## src/rtl/alu_muldiv_seq.sv

```systemverilog
// alu_muldiv_seq: multi-cycle unsigned 16x16 multiply (low half) and 16/16 divide sequencer
// that drives an external combinational 16-bit ALU one shift-add / shift-subtract step per cycle.
//
// Optional feature macro: ALU_SEQ_EARLY_EXIT_EN
//   defined   -> MUL finishes once the remaining multiplier bits are all zero
//   undefined -> MUL always runs 16 iterations
//
// Ports:
//   i_clk, i_rst_n         clock, asynchronous active-low reset
//   i_start, i_op          job request (sampled when o_ready), 0=MUL 1=DIVU
//   i_a, i_b               multiplicand/dividend, multiplier/divisor
//   o_ready, o_busy        IDLE indicator, RUN/DONE indicator
//   o_done                 one-cycle completion pulse
//   o_result, o_rem, o_dz  product low/quotient, remainder, divide-by-zero flag
//   o_alu_opcode/wordA/B   ALU drive (ADD=0, SUB=1), zero outside RUN
//   i_alu_result/carry     ALU result and borrow (SUB)

module alu_muldiv_seq (
  input  logic        i_clk,
  input  logic        i_rst_n,
  input  logic        i_start,
  input  logic        i_op,
  input  logic [15:0] i_a,
  input  logic [15:0] i_b,
  output logic        o_ready,
  output logic        o_busy,
  output logic        o_done,
  output logic [15:0] o_result,
  output logic [15:0] o_rem,
  output logic        o_dz,
  output logic [3:0]  o_alu_opcode,
  output logic [15:0] o_alu_wordA,
  output logic [15:0] o_alu_wordB,
  input  logic [15:0] i_alu_result,
  input  logic        i_alu_carry
);

  localparam logic [3:0] OpcAdd = 4'h0;
  localparam logic [3:0] OpcSub = 4'h1;

  typedef enum logic [1:0] {StIdle, StRun, StDone} state_e;

  state_e      state_q, state_d;
  logic        op_q, op_d;
  logic [15:0] divisor_q, divisor_d;
  logic [15:0] mcand_q, mcand_d;
  logic [15:0] mplier_q, mplier_d;
  logic [15:0] acc_q, acc_d;
  logic [15:0] dividend_q, dividend_d;
  logic [15:0] rem_q, rem_d;
  logic [15:0] quot_q, quot_d;
  logic [3:0]  cnt_q, cnt_d;
  logic [15:0] result_q, result_d;
  logic [15:0] rem_out_q, rem_out_d;
  logic        dz_q, dz_d;

  logic [15:0] div_t;
  logic [15:0] mplier_shr;
  logic [15:0] acc_new;
  logic [15:0] rem_new;
  logic [15:0] quot_new;
  logic        last_iter;

  always_ff @(posedge i_clk or negedge i_rst_n) begin
    if (!i_rst_n) begin
      state_q    <= StIdle;
      op_q       <= 1'b0;
      divisor_q  <= '0;
      mcand_q    <= '0;
      mplier_q   <= '0;
      acc_q      <= '0;
      dividend_q <= '0;
      rem_q      <= '0;
      quot_q     <= '0;
      cnt_q      <= '0;
      result_q   <= '0;
      rem_out_q  <= '0;
      dz_q       <= 1'b0;
    end else begin
      state_q    <= state_d;
      op_q       <= op_d;
      divisor_q  <= divisor_d;
      mcand_q    <= mcand_d;
      mplier_q   <= mplier_d;
      acc_q      <= acc_d;
      dividend_q <= dividend_d;
      rem_q      <= rem_d;
      quot_q     <= quot_d;
      cnt_q      <= cnt_d;
      result_q   <= result_d;
      rem_out_q  <= rem_out_d;
      dz_q       <= dz_d;
    end
  end

  always_comb begin
    state_d      = state_q;
    op_d         = op_q;
    divisor_d    = divisor_q;
    mcand_d      = mcand_q;
    mplier_d     = mplier_q;
    acc_d        = acc_q;
    dividend_d   = dividend_q;
    rem_d        = rem_q;
    quot_d       = quot_q;
    cnt_d        = cnt_q;
    result_d     = result_q;
    rem_out_d    = rem_out_q;
    dz_d         = dz_q;
    o_alu_opcode = OpcAdd;
    o_alu_wordA  = '0;
    o_alu_wordB  = '0;

    // Partial remainder with the next dividend bit shifted in.
    div_t      = {rem_q[14:0], dividend_q[15]};
    mplier_shr = mplier_q >> 1;
    acc_new    = mplier_q[0] ? i_alu_result : acc_q;
    // Borrow means t < divisor: keep t and shift in a 0 quotient bit.
    rem_new    = i_alu_carry ? div_t : i_alu_result;
    quot_new   = {quot_q[14:0], ~i_alu_carry};
    last_iter  = (cnt_q == 4'd15);

    unique case (state_q)
      StIdle: begin
        if (i_start) begin
          op_d      = i_op;
          divisor_d = i_b;
          cnt_d     = '0;
          dz_d      = 1'b0;
          if (i_op) begin
            dividend_d = i_a;
            rem_d      = '0;
            quot_d     = '0;
            if (i_b == 16'd0) begin
              state_d   = StDone;
              result_d  = 16'hFFFF;
              rem_out_d = i_a;
              dz_d      = 1'b1;
            end else begin
              state_d = StRun;
            end
          end else begin
            mcand_d  = i_a;
            mplier_d = i_b;
            acc_d    = '0;
`ifdef ALU_SEQ_EARLY_EXIT_EN
            if (i_b == 16'd0) begin
              state_d   = StDone;
              result_d  = '0;
              rem_out_d = '0;
            end else begin
              state_d = StRun;
            end
`else
            state_d = StRun;
`endif
          end
        end
      end

      StRun: begin
        cnt_d = cnt_q + 4'd1;
        if (!op_q) begin
          o_alu_opcode = OpcAdd;
          o_alu_wordA  = acc_q;
          o_alu_wordB  = mcand_q;
          acc_d        = acc_new;
          mcand_d      = mcand_q << 1;
          mplier_d     = mplier_shr;
`ifdef ALU_SEQ_EARLY_EXIT_EN
          // Remaining multiplier bits all zero: the accumulator is already final.
          if (mplier_shr == 16'd0) begin
            last_iter = 1'b1;
          end
`endif
          if (last_iter) begin
            state_d   = StDone;
            result_d  = acc_new;
            rem_out_d = '0;
          end
        end else begin
          o_alu_opcode = OpcSub;
          o_alu_wordA  = div_t;
          o_alu_wordB  = divisor_q;
          rem_d        = rem_new;
          quot_d       = quot_new;
          dividend_d   = dividend_q << 1;
          if (last_iter) begin
            state_d   = StDone;
            result_d  = quot_new;
            rem_out_d = rem_new;
          end
        end
      end

      StDone: begin
        state_d = StIdle;
      end

      default: begin
        state_d = StIdle;
      end
    endcase
  end

  assign o_ready  = (state_q == StIdle);
  assign o_busy   = (state_q == StRun) || (state_q == StDone);
  assign o_done   = (state_q == StDone);
  assign o_result = result_q;
  assign o_rem    = rem_out_q;
  assign o_dz     = dz_q;

endmodule

```

## config.mk

```make
export PLATFORM = sky130hd
export DESIGN_NAME = alu_muldiv_seq
export DESIGN_NICKNAME = d
export VERILOG_FILES = /design/src/rtl/alu_muldiv_seq.sv
export SDC_FILE = /design/constraint.sdc
export NUM_CORES = 1
export LEC_CHECK = 0
export CAP_MARGIN = 20
export CORE_ASPECT_RATIO = 1.1
export CORE_UTILIZATION = 30
export CTS_CLUSTER_DIAMETER = 100
export CTS_CLUSTER_SIZE = 16
export DETAILED_ROUTE_END_ITERATION = 8
export GPL_ROUTABILITY_DRIVEN = 0
export PLACE_DENSITY = 0.56
export SYNTH_ARGS = -nofsm -noshare
export SYNTH_HDL_FRONTEND = slang
export SYNTH_SLANG_ARGS = --single-unit
export TNS_END_PERCENT = 50
```

## constraint.sdc

```tcl
create_clock -name i_clk -period 2.6 [get_ports i_clk]
set_clock_uncertainty 0.15 [all_clocks]
set_input_delay 0.65 -clock i_clk [delete_from_list [all_inputs] [get_ports i_clk]]
set_output_delay 0.65 -clock i_clk [all_outputs]
set_load 0.02 [all_outputs]
```

Word-level counts from Yosys, hierarchy flattened
Index checks and enable logic that the tools add are counted.
- output and inout bits: 72
- flip-flop bits (word level): 150
- input port bits: 53
- word-level logic and storage cells: 88
- reductions and logical operators: 10
- add/sub/neg operators: 1
- bitwise operators: 1
- mux-type cells: 53
- eq/ne operators: 10
- operator list (kind ; number):
    2-to-1 mux 16 bit ; 30
    one-hot mux 16 bit (2 select lines) ; 6
    2-to-1 mux 15 bit ; 4
    one-hot mux 15 bit (2 select lines) ; 2
    logical NOT 16 bit ; 1
    != test 2 bit, second input constant ; 6
    2-to-1 mux 2 bit ; 4
    2-to-1 mux 4 bit ; 2
    one-hot mux 4 bit (2 select lines) ; 1
    AND reduction 4 bit ; 2
    AND reduction 2 bit ; 3
    AND reduction 5 bit ; 1
    adder 4 x 1 -> 4 bit, second input constant ; 1
    == test 4 bit, second input constant ; 1
    one-hot mux 2 bit (2 select lines) ; 1
    2-to-1 mux 1 bit ; 3
    == test 2 x 1 -> 1 bit, second input constant ; 1
    == test 2 bit, second input constant ; 1
    logical NOT 2 bit ; 1
    != test 2 x 1 -> 1 bit, second input constant ; 1
    nonzero test 2 bit ; 1
    logical OR 1 bit ; 1
    NOT 1 bit ; 1

Depth between registers and ports, before layout
Gate-level depths: netlist (run 1).
- word-level depth: 5
- gate-level depth with buffers: 9

Least setup slack after synthesis (run 1)
OpenSTA, ideal clock, no wires.
- kind: register to output
- start point: register op_q
- end point: output o_alu_wordA[0]
- path slack: 20 ps
- required time: 1800 ps
- stages on the path, launching flop included: 6
- data arrival time: 1780 ps
- path through: dfrtp_1 > buf_2 > buf_1 > buf_1 > mux2i_1 > nor2_1
- word-level cells in the longest chain between the ends: 2
- RTL lines (item ; RTL line ; text):
    start: declaration ; 44 ; logic op_q, op_d;
    start signal: assignment ; 81 ; op_q <= op_d;
    2-to-1 mux 16 bit ; 163 ; if (!op_q) begin
    2-to-1 mux 16 bit ; 123 ; unique case (state_q)
    end: declaration ; 32 ; output logic [15:0] o_alu_wordA,
No other way between the ends.

Worst setup path in the final report (run 1)
- start point: input i_b[3]
- end point: register result_q[5] (netlist: o_result[5])
- word-level cells in the longest chain between the ends: 3
- RTL lines (item ; RTL line ; text):
    start: declaration ; 24 ; input logic [15:0] i_b,
    logical NOT 16 bit ; 134 ; if (i_b == 16'd0) begin
    != test 2 x 1 -> 1 bit (no source line) ; - ;
    AND reduction 5 bit (no source line) ; - ;
    end signal: assignment ; 90 ; result_q <= result_d;
    end: declaration ; 53 ; logic [15:0] result_q, result_d;
No other way between the ends.
A chain may end at the register's enable or synchronous reset.

==> results_dict.tcl, run 1 <==
set metrics [dict create \
    run_status "finished clean" \
    numCtsBuffers 17 \
    cts.htree.levels 4 \
    p_int_mw 7.62 \
    pin_count 125 \
    crit_path_start_kind "input pin" \
    grt_pass1_wl_mm 33.2 \
    slowest_stage "a221o_2" \
    finalCritPeriodShare_pct 99.2 \
    fillers 2329 \
    async_reset_ff_share_pct 100 \
    post-route-util_pct 41.3 \
    final-setup-viol-count 0 \
    seqPwrFrac_pct 31.5 \
    clock_latency_ns 0.42 \
    clk_pin_slew_ns 0.06 \
    clockRootBuffer "clkbuf_16" \
    tns_ns 0 \
    grt_use_met2_pct 26.4 \
    synth_edf_count 0 \
    syn_area_mm2 0.00736 \
    ant_nets 0 \
    drt_iter0_drc 335 \
    ys_ff_latch 150 \
    drive_gt1_share_pct 20.4 \
    dieArea_mm2 0.0252 \
    swShare_pct 38.1 \
    grt.met3_usage_pct 3.24 \
    worstPathArrival_ns 2.73 \
    relSlewSlack_pct 59.9 \
    avgSynthCellArea_um2 10.6 \
    grt-ovfl-total 0 \
    grtUsageTotal_pct 17.3 \
    powerDensity_mw_per_mm2 1250 \
    yosysSeqAreaShare_pct 51.0 \
    multi_input_area_mm2 0.00330 \
    die_h_um 166 \
    regArea_mm2 0.00375 \
    yosysWarnings 0 \
    area_delta_synth_final_pct 34.0 \
    post_drt_via_cell_ratio 4.84 \
    final-hold-violation-count 0 \
    antenna_found_initial 0 \
    cp.required_ns 2.75 \
    start_util_pct 30.8 \
    die-width_um 151 \
    tritoncts "yes" \
    place.port_buffers 121 \
    slew_viol_final 0 \
    final_cells 1154 \
    drt-total-wl_mm 20.8 \
    dp.cells 1120 \
    max_freq_mhz 388 \
    slowest_delay_ns 0.53 \
    row_count 59 \
    diodes 0 \
    cts.sinks 150 \
    ir_drop_mv 0.533 \
    cp-end-kind "register" \
    min_period_ns 2.58 \
    dr.pass1.iters 4 \
    met1_usage_pct 24.6 \
    clock_path_buffers 2 \
    synth.distinct_cells 40 \
    worst_pin_slew_ns 0.601 \
    vias 5590 \
    switching_power_mw 4.69 \
    path_max_fanout 11 \
    clock_power_share_pct 21.7 \
    p_leak_nw 4.54 \
    critPathBufInv 3 \
    crit_path_cell_trace "clkdlybuf4s50_1 > nor4_1 > buf_4 > nand4_1 > a221o_2 > clkbuf_16 > mux2_4" \
    fin_nets 894 \
    drc_errors 0 \
    power_mw 12.3 \
    grt-busiest-layer "met2" \
    combPwrFrac_pct 46.7 \
    path_class "input pin to register" \
    synth_cells 691 \
    hpwl_mm 14.3 \
    avgRoutedWirePerCell_um 18.0 \
    grt_max_degree 51 \
    maxCapViolCount 0 \
    grt_pass1_vias 5862 \
    postCtsHoldBufs 0 \
    hold_class "input pin to asynchronous set/reset pin" \
    core_area_mm2 0.0238 \
    synth-main-ff-cell "dfrtp_1" \
    path_delay_family "buffers and inverters" \
]
[metrics by stage]
step / worst slack (ns) / cell area (um^2) / hold slack [ns]
after global placement: -0.519 / 9260 / 0.314
after floorplan: 0.0202 / 7360 / 0.204
after detailed placement: -0.540 / 9260 / 0.321
after CTS: 0.00313 / 9920 / 0.0267
after global routing: -0.000193 / 9860 / 0.0468
final: 0.0209 / 9860 / 0.0192
[synthesized netlist by cell type, types with 2 or more instances]
library cell  instances  share of area [%]
a21oi_1              64                4.4
a22o_1               46                5.5
a32o_1                2               0.27
and3_1                2               0.17
buf_1                 6               0.31
buf_4                 4               0.41
clkbuf_1             38                1.9
dfrtp_1             150                 51
ha_1                  4               0.68
inv_1                24                1.2
mux2_2               35                5.4
mux2_4               15                3.1
mux2i_1              92                 13
nand2_1              46                2.3
nand3_1               5               0.34
nand4_1               2               0.17
nor2_1               91                4.6
nor2b_1              15                1.3
nor3_1                4               0.27
o21ai_0              25                1.7
o21ai_1               2               0.14
[final cells by class]
class	count	share of cell area, %
Clock buffer	23	4.95
Multi-Input combinational cell	466	33.4
Tap cell	305	3.87
Clock inverter	8	1.47
Timing Repair Buffer	177	17.2
Sequential cell	150	38.1
Inverter	25	1.00
[state kept, by name, indices dropped and copies added, names as in the netlist, 2 cells and up]
signal	count
cnt_q	4
o_result	16
state_q	2
acc_q	16
mcand_q	16
divisor_q	16
rem_q	15
o_rem	16
quot_q	15
mplier_q	16
dividend_q	16
[worst reg2reg max path, cell delays in order (launching register included)]
cell and delay, ns:
dfrtp_1 0.41, inv_1 0.12, ha_1 0.26, buf_4 0.18
nand3_1 0.10, o21ai_1 0.27, and2_1 0.59, a22o_1 0.22
[power groups by stage]
stage	combinational (mW)	clock [mW]	sequential, mW
after global placement	5.68	0	3.90
after detailed placement	5.75	0	3.92
after floorplan	3.50	0	3.94
after CTS	5.75	2.72	3.89
after global routing	6.32	2.81	4.01
final	5.75	2.68	3.88
[layer usage]
metal	wire length, um	up-vias
li1	-	2696
met1	10000	2740
met2	9470	137
met3	928	17
met4	327	0
met5	0	-
[final timing paths]
check,end,startpoint,cells after the start,slack [ns]
max in group asynchronous,op_q,i_rst_n,2,1.63
setup / recovery,o_result[5],i_b[3],7,0.02
min in group i_clk,dividend_q[8],dividend_q[8],2,0.33
hold reg to reg,dividend_q[8],dividend_q[8],2,0.33
hold / removal,o_result[9],i_rst_n,1,0.02
setup reg to reg,quot_q[11],state_q[0],7,0.25
[layout by cell type (no fill, tap or decap), types with 11 or more instances in the layout]
master / n
mux2i_1: 92
clkbuf_2: 19
clkbuf_16: 19
mux2_4: 15
dlygate4sd2_1: 11
a21oi_1: 64
a22o_1: 46
o21ai_0: 25
inv_1: 23
mux2_2: 35
nor2_1: 91
dfrtp_1: 149
nand2_1: 46
clkdlybuf4s50_1: 81
buf_4: 43
nor2b_1: 15
[kinds of logic after synthesis]
family | count (synthesis) | synth area share (%)
flip-flops | 150 | 51.0
AND/OR/NAND/NOR | 173 | 10.2
multiplexers | 142 | 20.9
buffers and inverters | 77 | 4.63
AO/OA/AOI/OAI | 144 | 12.5
other | 1 | 0.0510
adder cells (fa/ha/maj) | 4 | 0.680
[timing repair]
item | in CTS | in global routing
pin swaps | 1 | 5
resized for setup | 65 | 34
setup buffers | 0 | 0
setup endpoints to repair | 64 | 37
gates cloned | 1 | 2
Note: power is estimated with default switching activity, not from simulation.
==> inputs of run 2 (changes only) <==
- MAX_ROUTING_LAYER: not set -> met4
==> results_dict.tcl, run 2 (synthesized netlist as in run 1, its figures left out) <==
set metrics [dict create \
    post_drt_via_cell_ratio 4.85 \
    postCtsHoldBufs 0 \
    relSlewSlack_pct 60.2 \
    cp.required_ns 2.75 \
    min_period_ns 2.58 \
    core_area_mm2 0.0238 \
    finalCritPeriodShare_pct 99.2 \
    dieArea_mm2 0.0252 \
    powerDensity_mw_per_mm2 1250 \
    final-hold-violation-count 0 \
    worst_pin_slew_ns 0.597 \
    run_status "finished clean" \
    clk_pin_slew_ns 0.06 \
    met1_usage_pct 24.7 \
    dpl_cell_area_mm2 0.00926 \
    dr.pass1.iters 4 \
    grt_use_met2_pct 26.3 \
    grt-busiest-layer "met2" \
    clock_path_buffers 2 \
    crit_path_cell_trace "clkdlybuf4s50_1 > nor4_1 > buf_4 > nand4_1 > a221o_2 > clkbuf_16 > mux2_4" \
    regArea_mm2 0.00375 \
    drive_gt1_share_pct 20.4 \
    die_h_um 166 \
    hold_class "input pin to asynchronous set/reset pin" \
    grt_max_degree 51 \
    hpwl_mm 14.3 \
    post-cts-setup-buffers 0 \
    clock_latency_ns 0.42 \
    die-width_um 151 \
    finalInstanceArea_mm2 0.00985 \
    worstPathArrival_ns 2.73 \
    avgRoutedWirePerCell_um 18.0 \
    grt_pass1_vias 5866 \
    pin_count 125 \
    place.port_buffers 121 \
    vias 5596 \
    ir_drop_mv 0.535 \
    numCtsBuffers 17 \
    slew_viol_final 0 \
    drt_iter0_drc 384 \
    path_class "input pin to register" \
    grt_pass1_wl_mm 33.2 \
    cts.htree.levels 4 \
    path_max_fanout 11 \
    grt-ovfl-total 0 \
    final_common_cell "dfrtp_1" \
    diodes 0 \
    crit_path_start_kind "input pin" \
    slowest_delay_ns 0.54 \
    p_leak_nw 4.54 \
    drt-total-wl_mm 20.8 \
    multi_input_area_mm2 0.00330 \
    cts.sinks 150 \
    slowest_stage "a221o_2" \
    antenna_found_initial 0 \
    layout_common_cells "149 x dfrtp_1, 92 x mux2i_1, 91 x nor2_1" \
    row_count 59 \
    tritoncts "yes" \
    ant_nets 0 \
    drc_errors 0 \
    cp-end-kind "register" \
    area_delta_synth_final_pct 34.0 \
    post-route-util_pct 41.3 \
    clockRootBuffer "clkbuf_16" \
    grt.met3_usage_pct 3.30 \
    fin_nets 894 \
    start_util_pct 30.8 \
    rsz0062_at_grt "no" \
    max_freq_mhz 388 \
    grtUsageTotal_pct 17.8 \
    fillers 2328 \
    final-setup-viol-count 0 \
    maxCapViolCount 0 \
]
-- run 2: changes by cell type in the layout (fill, tap and decap cells not counted), sizes merged --
| cell | before | now |
|---|---|---|
| clkdlybuf4s15 | 4 | 3 |
| buf | 58 | 59 |
-- run 2: worst paths after layout --
kind / startpoint / end / slack [ns] / cells past startpoint
worst min-delay path: i_rst_n / o_result[9] / 0.02 / 1
max in group asynchronous: i_rst_n / op_q / 1.64 / 2
min in group i_clk: dividend_q[9] / dividend_q[9] / 0.34 / 2
worst max-delay path: i_b[3] / o_result[5] / 0.02 / 7
worst max register to register: state_q[0] / quot_q[11] / 0.25 / 7
worst min register to register: dividend_q[9] / dividend_q[9] / 0.34 / 2
-- run 2: power by group --
part	total (mW)	leakage [nW]	switching, mW	internal (mW)
clock	2.67	0.305	0.971	1.70
combinational	5.76	2.39	3.10	2.66
sequential	3.88	1.84	0.618	3.26
total	12.3	4.54	4.69	7.62
-- run 2: layout make-up --
class,instances,share of cell area (%)
sequential,150,38.1
multi-input combinational,466,33.4
timing repair buffer,177,17.1
clock buffer,23,4.95
tap,305,3.87
clock inverter,8,1.47
inverter,25,1.00
-- run 2: per-layer routing --
layer / wire [um] / vias up
li1: - / 2696
met1: 10100 / 2758
met2: 9490 / 124
met3: 847 / 18
met4: 334 / 0
met5: 0 / -
-- run 2: through the flow --
step	worst slack (ns)	hold WS, ns	instances	power (mW)	setup TNS [ns]
finish	0.0198	0.0188	1154	12.3	0
global route	0.00135	0.0437	1154	13.1	0
CTS	0.00313	0.0267	1152	12.4	0
detailed placement	-0.540	0.321	1120	9.67	-17.33
global placement	-0.519	0.314	1120	9.59	-15.83
floorplan	0.0202	0.204	693	7.45	0
-- run 2: repair_timing --
action	in CTS	in global routing
pin swaps	1	4
gates resized for setup	65	35
setup endpoints to repair	64	38
gates cloned	1	2
-- run 2: worst max-delay path: cells and delay by family --
family	cells	cell delay, ns
AOI/OAI and AO/OA	1	0.54
muxes	1	0.30
and+or+nand+nor	2	0.44
buffers and inverters	3	0.82
